==> config.mk <==
export PLATFORM = sky130hd
export DESIGN_NAME = pid_steering_core
export DESIGN_NICKNAME = d
export VERILOG_FILES = /design/src/rtl/pid_pkg.sv /design/src/rtl/rising_edge_detect.sv /design/src/rtl/pid_steering_core.sv
export SDC_FILE = /design/constraint.sdc
export NUM_CORES = 1
export LEC_CHECK = 0
export CAP_MARGIN = 10
export CORE_ASPECT_RATIO = 2
export CORE_MARGIN = 2
export CORE_UTILIZATION = 55
export CTS_CLUSTER_DIAMETER = 150
export DETAILED_ROUTE_END_ITERATION = 8
export HOLD_SLACK_MARGIN = 0.05
export PLACE_DENSITY = 0.75
export SLEW_MARGIN = 20
export SYNTH_ARGS = -nofsm -noshare
export SYNTH_HDL_FRONTEND = slang
export SYNTH_SLANG_ARGS = --single-unit
==> constraint.sdc <==
create_clock -name clk -period 2.3 [get_ports clk]
set_input_delay 0.46 -clock clk [delete_from_list [all_inputs] [get_ports clk]]
set_output_delay 0.46 -clock clk [all_outputs]
set_load 0.005 [all_outputs]
==> src/rtl/pid_pkg.sv <==
// Shared types, widths and the saturating clamp helper for the PID steering controller.
package pid_pkg;

  // Products and the three-term sum share one 40-bit signed datapath width.
  localparam int unsigned SumWidth  = 40;
  localparam int unsigned ProdWidth = SumWidth;

  typedef logic signed [SumWidth-1:0]  acc_t;
  typedef logic signed [ProdWidth-1:0] prod_t;

  typedef enum logic [1:0] {
    StIdle,
    StMult,
    StSum,
    StSat
  } pid_state_e;

  // Used for the error input, the integrator and the output command.
  function automatic acc_t clamp(input acc_t val, input acc_t lo, input acc_t hi);
    if (val < lo) begin
      return lo;
    end else if (val > hi) begin
      return hi;
    end else begin
      return val;
    end
  endfunction

endpackage

==> src/rtl/rising_edge_detect.sv <==
// Registered rising-edge detector. The first cycle after reset release is ignored, so a
// level already high at release does not count as an edge until it falls and rises again.
module rising_edge_detect (
  input  logic clk_i,
  input  logic rst_ni,
  input  logic level_i,
  output logic pulse_o
);

  logic level_d, level_q;
  logic armed_d, armed_q;

  // Next-state: track the previous level and arm after the first sampled cycle.
  always_comb begin
    level_d = level_i;
    armed_d = 1'b1;
  end

  // State registers.
  always_ff @(posedge clk_i or negedge rst_ni) begin
    if (!rst_ni) begin
      level_q <= 1'b0;
      armed_q <= 1'b0;
    end else begin
      level_q <= level_d;
      armed_q <= armed_d;
    end
  end

  assign pulse_o = armed_q & level_i & ~level_q;

endmodule

==> src/rtl/pid_steering_core.sv <==
// Fixed-point PID steering controller: one saturated command per rising edge of error_ready,
// delivered three cycles after the trigger through MULT, SUM and SAT stages.
// Build option: define PID_DERIV_EN to include the derivative (KD) path.
module pid_steering_core
  import pid_pkg::*;
#(
  parameter logic signed [15:0] KP        = 16'sd256,
  parameter logic signed [15:0] KI        = 16'sd0,
  parameter logic signed [15:0] KD        = 16'sd0,
  parameter int                 FRAC_BITS = 8,
  parameter int                 ERR_LIMIT = 1023,
  parameter int                 INT_LIMIT = 4096,
  parameter int                 OUT_MIN   = -1000,
  parameter int                 OUT_MAX   = 1000,
  parameter int unsigned        OUT_WIDTH = 16
) (
  input  logic                        clk,
  input  logic                        reset_n,
  input  logic signed [31:0]          error,
  input  logic                        error_ready,
  input  logic                        clear,
  output logic signed [OUT_WIDTH-1:0] control,
  output logic                        control_valid,
  output logic                        busy,
  output logic                        overrun
);

  pid_state_e state_d, state_q;
  acc_t  integ_d, integ_q;
  acc_t  e_d, e_q;
  acc_t  e_prev_d, e_prev_q;
  logic  first_d, first_q;
  prod_t p_d, p_q;
  prod_t i_d, i_q;
  prod_t d_term;
  acc_t  sum_d, sum_q;
  logic signed [OUT_WIDTH-1:0] control_d, control_q;
  logic  valid_d, valid_q;
  logic  overrun_d, overrun_q;
  logic  clr_pend_d, clr_pend_q;
  logic  clear_now;
  acc_t  e_clamp;
  logic  trigger;

`ifdef PID_DERIV_EN
  acc_t  de_d, de_q;
  prod_t dprod_d, dprod_q;
  assign d_term = dprod_q;
`else
  logic unused_kd;
  assign unused_kd = ^KD;
  assign d_term    = '0;
`endif

  rising_edge_detect u_edge (
    .clk_i   (clk),
    .rst_ni  (reset_n),
    .level_i (error_ready),
    .pulse_o (trigger)
  );

  // Next-state: clear handling, sample capture and the three pipeline stages.
  always_comb begin
    state_d    = state_q;
    integ_d    = integ_q;
    e_d        = e_q;
    e_prev_d   = e_prev_q;
    first_d    = first_q;
    p_d        = p_q;
    i_d        = i_q;
    sum_d      = sum_q;
    control_d  = control_q;
    valid_d    = 1'b0;
    overrun_d  = overrun_q;
    clr_pend_d = clr_pend_q;
`ifdef PID_DERIV_EN
    de_d       = de_q;
    dprod_d    = dprod_q;
`endif
    e_clamp    = clamp(acc_t'(error), acc_t'(-ERR_LIMIT), acc_t'(ERR_LIMIT));
    clear_now  = 1'b0;

    // A clear seen mid-pipeline is held until the final stage so the in-flight sample is
    // unaffected; in IDLE it applies before any sample arriving in the same cycle.
    if (state_q == StIdle || state_q == StSat) begin
      clear_now = clear | clr_pend_q;
    end else if (clear) begin
      clr_pend_d = 1'b1;
    end

    if (clear_now) begin
      integ_d    = '0;
      e_prev_d   = '0;
      first_d    = 1'b1;
      overrun_d  = 1'b0;
      clr_pend_d = 1'b0;
    end

    if (trigger && state_q != StIdle) begin
      overrun_d = 1'b1;
    end

    unique case (state_q)
      StIdle: begin
        if (trigger) begin
          integ_d  = clamp(integ_d + e_clamp, acc_t'(-INT_LIMIT), acc_t'(INT_LIMIT));
`ifdef PID_DERIV_EN
          de_d     = first_d ? '0 : e_clamp - e_prev_d;
`endif
          e_prev_d = e_clamp;
          first_d  = 1'b0;
          e_d      = e_clamp;
          state_d  = StMult;
        end
      end
      StMult: begin
        p_d     = prod_t'(KP) * e_q;
        i_d     = prod_t'(KI) * integ_q;
`ifdef PID_DERIV_EN
        dprod_d = prod_t'(KD) * de_q;
`endif
        state_d = StSum;
      end
      StSum: begin
        sum_d   = (p_q + i_q + d_term) >>> FRAC_BITS;
        state_d = StSat;
      end
      StSat: begin
        control_d = OUT_WIDTH'(clamp(sum_q, acc_t'(OUT_MIN), acc_t'(OUT_MAX)));
        valid_d   = 1'b1;
        state_d   = StIdle;
      end
      default: state_d = StIdle;
    endcase
  end

  // State registers.
  always_ff @(posedge clk or negedge reset_n) begin
    if (!reset_n) begin
      state_q    <= StIdle;
      integ_q    <= '0;
      e_q        <= '0;
      e_prev_q   <= '0;
      first_q    <= 1'b1;
      p_q        <= '0;
      i_q        <= '0;
      sum_q      <= '0;
      control_q  <= '0;
      valid_q    <= 1'b0;
      overrun_q  <= 1'b0;
      clr_pend_q <= 1'b0;
`ifdef PID_DERIV_EN
      de_q       <= '0;
      dprod_q    <= '0;
`endif
    end else begin
      state_q    <= state_d;
      integ_q    <= integ_d;
      e_q        <= e_d;
      e_prev_q   <= e_prev_d;
      first_q    <= first_d;
      p_q        <= p_d;
      i_q        <= i_d;
      sum_q      <= sum_d;
      control_q  <= control_d;
      valid_q    <= valid_d;
      overrun_q  <= overrun_d;
      clr_pend_q <= clr_pend_d;
`ifdef PID_DERIV_EN
      de_q       <= de_d;
      dprod_q    <= dprod_d;
`endif
    end
  end

  assign control       = control_q;
  assign control_valid = valid_q;
  assign busy          = (state_q != StIdle);
  assign overrun       = overrun_q;

endmodule

After elaboration in Yosys (flattened, before gate mapping)
Cells that the tools add are included.
{"block": "classes", "n_eq_ne": 5, "reduce_logical": 8, "n_bitwise": 4, "order_cmp": 4, "muxes": 13}
{"op": "32-bit by 11-bit greater-than comparator with 1-bit output, second input constant", "count": 2}
{"op": "32-bit by 11-bit less-than comparator with 1-bit output, second input constant", "count": 2}
{"op": "32-bit 2-to-1 mux", "count": 2}
{"op": "16-bit 2-to-1 mux", "count": 2}
{"op": "2-bit one-hot mux with 4 select lines", "count": 1}
{"op": "1-bit 2-to-1 mux", "count": 7}
{"op": "2-bit nonzero test", "count": 3}
{"op": "2-bit equality test, second input constant", "count": 2}
{"op": "2-bit inequality test, second input constant", "count": 2}
{"op": "2-bit AND reduction", "count": 2}
{"op": "1-bit AND", "count": 2}
{"op": "2-bit by 1-bit equality test with 1-bit output, second input constant", "count": 1}
{"op": "2-bit logical NOT", "count": 1}
{"op": "2-bit 2-to-1 mux", "count": 1}
{"op": "1-bit logical AND", "count": 1}
{"op": "1-bit logical OR", "count": 1}
{"op": "1-bit inverter", "count": 1}
{"op": "1-bit OR", "count": 1}
{"block": "word_totals", "out_inout_bits": 19, "reg_bits": 119}

Logic depth before layout (Yosys ltp)
{"block": "logic_depth", "depth_word": 5, "depth_mapped": 7}

Cells and area by module
Synthesis repeated with hierarchy kept, for this count alone.
{"block": "hier_totals", "hier_cells": 389, "hier_area_um2": 4867.2}
{"module": "pid_steering_core", "seq_area_each_um2": 2927.8, "area_per_inst_um2": 4804.6, "cells_each": 385, "n_inst": 1}
{"module": "rising_edge_detect", "seq_area_each_um2": 50.0, "area_per_inst_um2": 62.6, "cells_each": 4, "n_inst": 1}

Least setup slack after synthesis
OpenSTA, ideal clock, no wires.
{"block": "synth_timing", "kind": "input to register", "from": "input error[17]", "to": "register e_q[0]", "setup_slack_ps": 443, "setup_ps": 126, "path_buffers": 0, "t_required_ps": 2174, "t_arrival_ps": 1730, "stages": 4, "path_cell_list": "or4_1 nor4_2 a31oi_1 o32a_1"}
{"block": "synth_via", "elab_chain_len": 3, "word_cells_on_any_way": 4, "cone_classes": "order compare: 2; mux: 2"}
{"element": "start: declaration", "line": "pid_steering_core.sv:19", "rtl": "input logic signed [31:0] error,"}
{"element": "32-bit by 11-bit greater-than comparator with 1-bit output", "line": "pid_pkg.sv:22", "rtl": "end else if (val > hi) begin"}
{"element": "32-bit 2-to-1 mux", "line": "pid_pkg.sv:22"}
{"element": "32-bit 2-to-1 mux (*)", "line": "pid_pkg.sv:20", "rtl": "if (val < lo) begin"}
{"element": "end signal: assignment", "line": "pid_steering_core.sv:142", "rtl": "e_q <= '0;"}
{"element": "end signal: assignment", "line": "pid_steering_core.sv:159", "rtl": "e_q <= e_d;"}
{"element": "end: declaration", "line": "pid_steering_core.sv:30", "rtl": "acc_t e_d, e_q;"}
Every way passes the cells marked *; elsewhere a longest branch is shown, timed or not.
A chain may end at the register's enable or synchronous reset.

Worst setup path after layout
{"block": "layout_timing", "from": "register state_q[0]", "to": "output busy"}
{"block": "layout_via", "elab_chain_len": 1}
{"element": "start: declaration", "line": "pid_steering_core.sv:28", "rtl": "pid_state_e state_d, state_q;"}
{"element": "start signal: assignment", "line": "pid_steering_core.sv:140", "rtl": "state_q <= StIdle;"}
{"element": "start signal: assignment", "line": "pid_steering_core.sv:157", "rtl": "state_q <= state_d;"}
{"element": "2-bit nonzero test", "line": "pid_steering_core.sv:178", "rtl": "assign busy = (state_q != StIdle);"}
{"element": "end: declaration", "line": "pid_steering_core.sv:24", "rtl": "output logic busy,"}
Every way passes these cells.

==> results_dict.tcl <==
set metrics [dict create \
    cts_inserted_buffers 17 \
    synth_sequential_area_ratio 0.6381 \
    synth_top_cell_by_area "sky130_fd_sc_hd__dfrtp_1" \
    wire_length_of_the_first_global_routing_pass_um 15420 \
    cts_num_sinks 119 \
    startpoint_type "flip-flop" \
    rsz0062_at_grt "false" \
    achievable-frequency_ghz 0.4541 \
    drtAntennaViolNets 0 \
    place.port_buffers 54 \
    drc 0 \
    holdCritPathClass "flip-flop to flip-flop" \
    grtUsageMet1 0.2298 \
    clock_latency_ps 400 \
    first_pass_iters 4 \
    yosysTopAreaCellShare 0.6381 \
    io_pins 55 \
    placementRows 47 \
    core_mm2 0.008233 \
    regToRegEndpoint "control[7]" \
    synth-async-reset-ratio 1.000 \
    synthesis.area_per_instance_um2 12.55 \
    finalHoldViolations 0 \
    die_ar_mm2 0.009283 \
    area_delta_synth_final_pct 28.42 \
    setup_slack_of_the_worst_register_to_register_path_ps 300 \
    timing.critical_path.slowest_stage_cell "sky130_fd_sc_hd__clkdlybuf4s50_1" \
    postLayoutCoreUtil 0.7280 \
    cell_family_with_most_cp_delay "buffers and inverters" \
    grt_overflow_total 0 \
    mappedNetlistArea_mm2 0.004667 \
    cts.reportedPaths.clkPinSlew_ps 50 \
    setup_viol 0 \
    globalRouteMet2Util 0.3889 \
    drv.max_cap_violation_count 0 \
    cp_common_cell "sky130_fd_sc_hd__inv_1" \
    hold_start "e_q[18]" \
    ys_flop_type "sky130_fd_sc_hd__dfrtp_1" \
    setup_total_negative_slack_ps 0 \
    worstSetupPathType "flip-flop to output pin" \
    layout_commonest_cell "sky130_fd_sc_hd__dfrtp_1" \
    antenna_found_initial 0 \
    post_synth_num_cell_types 35 \
    avgRoutedWirePerCell_um 16.30 \
    floorplan.initialDensity 0.5669 \
    mostFrequentLayoutCells "119 x sky130_fd_sc_hd__dfrtp_1, 64 x sky130_fd_sc_hd__nand2_1, 62 x sky130_fd_sc_hd__mux2_2, 53 x sky130_fd_sc_hd__clkdlybuf4s50_1, 19 x sky130_fd_sc_hd__nor2_1" \
    largest_driver_fanout_on_the_critical_path 5 \
    ctsResizeCount 0 \
    vdd_ir_drop_max_v 0.001010 \
    cp_cell_instances "inv_1 > ha_1 > inv_1 > clkdlybuf4s50_1" \
    drive_above_1_share 0.2522 \
    run_status "completed" \
    multiInputGateArea_mm2 0.001588 \
    reg2reg_from "sum_q[22]" \
    p_leak_nw 2.783 \
    antennaDiodeCount 0 \
    post_drt_via_cell_ratio 5.634 \
    critical_path_required_ps 1840 \
    crit_arrival_ps 1740 \
    globalRoute.busiestLayer "met2" \
    die_x_extent_um 69.14 \
    critical_path.max_stage_delay_ps 510 \
    final_nets 484 \
    final.period_utilization 0.9574 \
    clk_path_buf_depth 2 \
    netlist_top_cells_area "sky130_fd_sc_hd__dfrtp_1 64%, sky130_fd_sc_hd__mux2_2 15%, sky130_fd_sc_hd__nand2_1 5.1%, sky130_fd_sc_hd__nor2_1 1.5%, sky130_fd_sc_hd__o21ai_0 1.4%" \
    synth.ff_latch_count 119 \
    die_h_um 134.3 \
    detailed_place_hpwl_um 6037 \
    reg2reg_depth 5 \
    tritoncts "built" \
    first_global_vias 3311 \
    cell_count_after_synthesis 372 \
    power_density_mw_per_mm2 1414 \
    cts_root_buffer "sky130_fd_sc_hd__clkbuf_16" \
    num_vias 3121 \
    grt_max_degree 47 \
    drt-initial-drc-count 202 \
    clock_tree.htree_level_count 4 \
    end_kind "output pin" \
    maxSlewViolCount 0 \
    gp_congestion 0.8119 \
    groute.layer.met3.usage 0.06011 \
    worstSetupPathDepth 4 \
    postRouteWirelength_um 9030 \
    globalRouteTotalUtil 0.2135 \
    synth_fp_nets 412 \
    critical_path_buf_inv_count 3 \
    yosysWarningCount 0 \
    filler_cell_count 542 \
    layout_min_cycle_time_ps 2202 \
    layout.area.seq_mm2 0.002978 \
    cp-startpoint "state_q[0]" \
    synth_enable_flop_cells 0 \
    final.setup_skew_ps 6.878 \
    critPathCapture "busy" \
]
worst min-delay path, delay by kind of cell, from the launching register on:
family,cells,cell delay (ps)
DFF,1,330
and+or+nand+nor,2,100
layout make-up:
type,count,share of cell area
sequential,119,0.4969
multi-input combinational,226,0.2649
timing repair buffer,68,0.1098
clock buffer,20,0.07453
clock inverter,11,0.02589
tap,98,0.02046
inverter,12,0.007516
how the worst min path moves through the flow:
stage	end	slack, ps	depth (start not counted)
after global placement	control[9]	400	1
after global routing	e_q[18]	480	2
final	e_q[18]	470	2
after detailed placement	control[13]	410	1
after CTS	e_q[18]	470	2
after floorplan	clr_pend_q	160	0
metrics by stage:
step	worst slack, ps	power, mW	hold slack [ps]	instance area, µm²	cells
4_1_cts	68.37	8.560	471.3	5993	554
3_5_place_dp	-76.86	5.798	410.6	5381	522
3_3_place_gp	-15.30	5.649	403.5	5381	522
2_1_floorplan	443.4	4.980	164.4	4667	372
6_report	97.92	8.472	467.1	5993	554
5_1_grt	14.04	8.944	480.6	5993	554
cells in the mapped netlist, types with 2 or more instances:
cell and n:
sky130_fd_sc_hd__ha_1 4, sky130_fd_sc_hd__clkbuf_1 12, sky130_fd_sc_hd__nor4_1 7, sky130_fd_sc_hd__o21ai_0 13
sky130_fd_sc_hd__nand2_1 64, sky130_fd_sc_hd__nand4_1 9, sky130_fd_sc_hd__buf_1 3, sky130_fd_sc_hd__inv_1 12
sky130_fd_sc_hd__o221a_2 5, sky130_fd_sc_hd__a31oi_1 3, sky130_fd_sc_hd__dfrtp_1 119, sky130_fd_sc_hd__or4_1 7
sky130_fd_sc_hd__nor3_1 2, sky130_fd_sc_hd__nor2_1 19, sky130_fd_sc_hd__nand3_1 3, sky130_fd_sc_hd__o21ai_1 7
sky130_fd_sc_hd__nor2b_1 2, sky130_fd_sc_hd__mux2i_1 3, sky130_fd_sc_hd__mux2_2 62
sequential cells by signal (all words and copies together), names as in the netlist, 2 cells and up:
register / cells
e_q: 32
p_q: 32
sum_q: 32
control: 16
state_q: 2
timing repair:
item / 4_1_cts / 5_1_grt
buffers inserted: 0 / 0
hold buffers: 1 / 0
endpoints found under the hold margin: 27 / 0
layer usage:
metal / wire length [µm] / vias up
met5: 0 / -
met4: 174 / 0
met3: 350 / 17
met2: 5125 / 74
met1: 3380 / 1584
li1: - / 1446
where the power goes:
group | internal [mW] | leakage, nW | switching (mW) | total (mW)
clock | 1.82 | 0.303 | 0.864 | 2.68
sequential | 3.01 | 1.49 | 0.542 | 3.56
combinational | 1.29 | 0.986 | 0.948 | 2.23
cells by family (layout without fill, tap and decap cells):
| family | after synthesis | count (layout) | synth area share |
|---|---|---|---|
| AO/OA/AOI/OAI | 39 | 39 | 0.05845 |
| adder cells (fa/ha/maj) | 4 | 4 | 0.01072 |
| buffers and inverters | 27 | 111 | 0.02171 |
| flip-flops | 119 | 119 | 0.6381 |
| multiplexers | 65 | 65 | 0.1560 |
| other | 1 | 1 | 0.0008035 |
| AND/OR/NAND/NOR | 117 | 117 | 0.1142 |
Note: power is estimated with default switching activity, not from simulation.
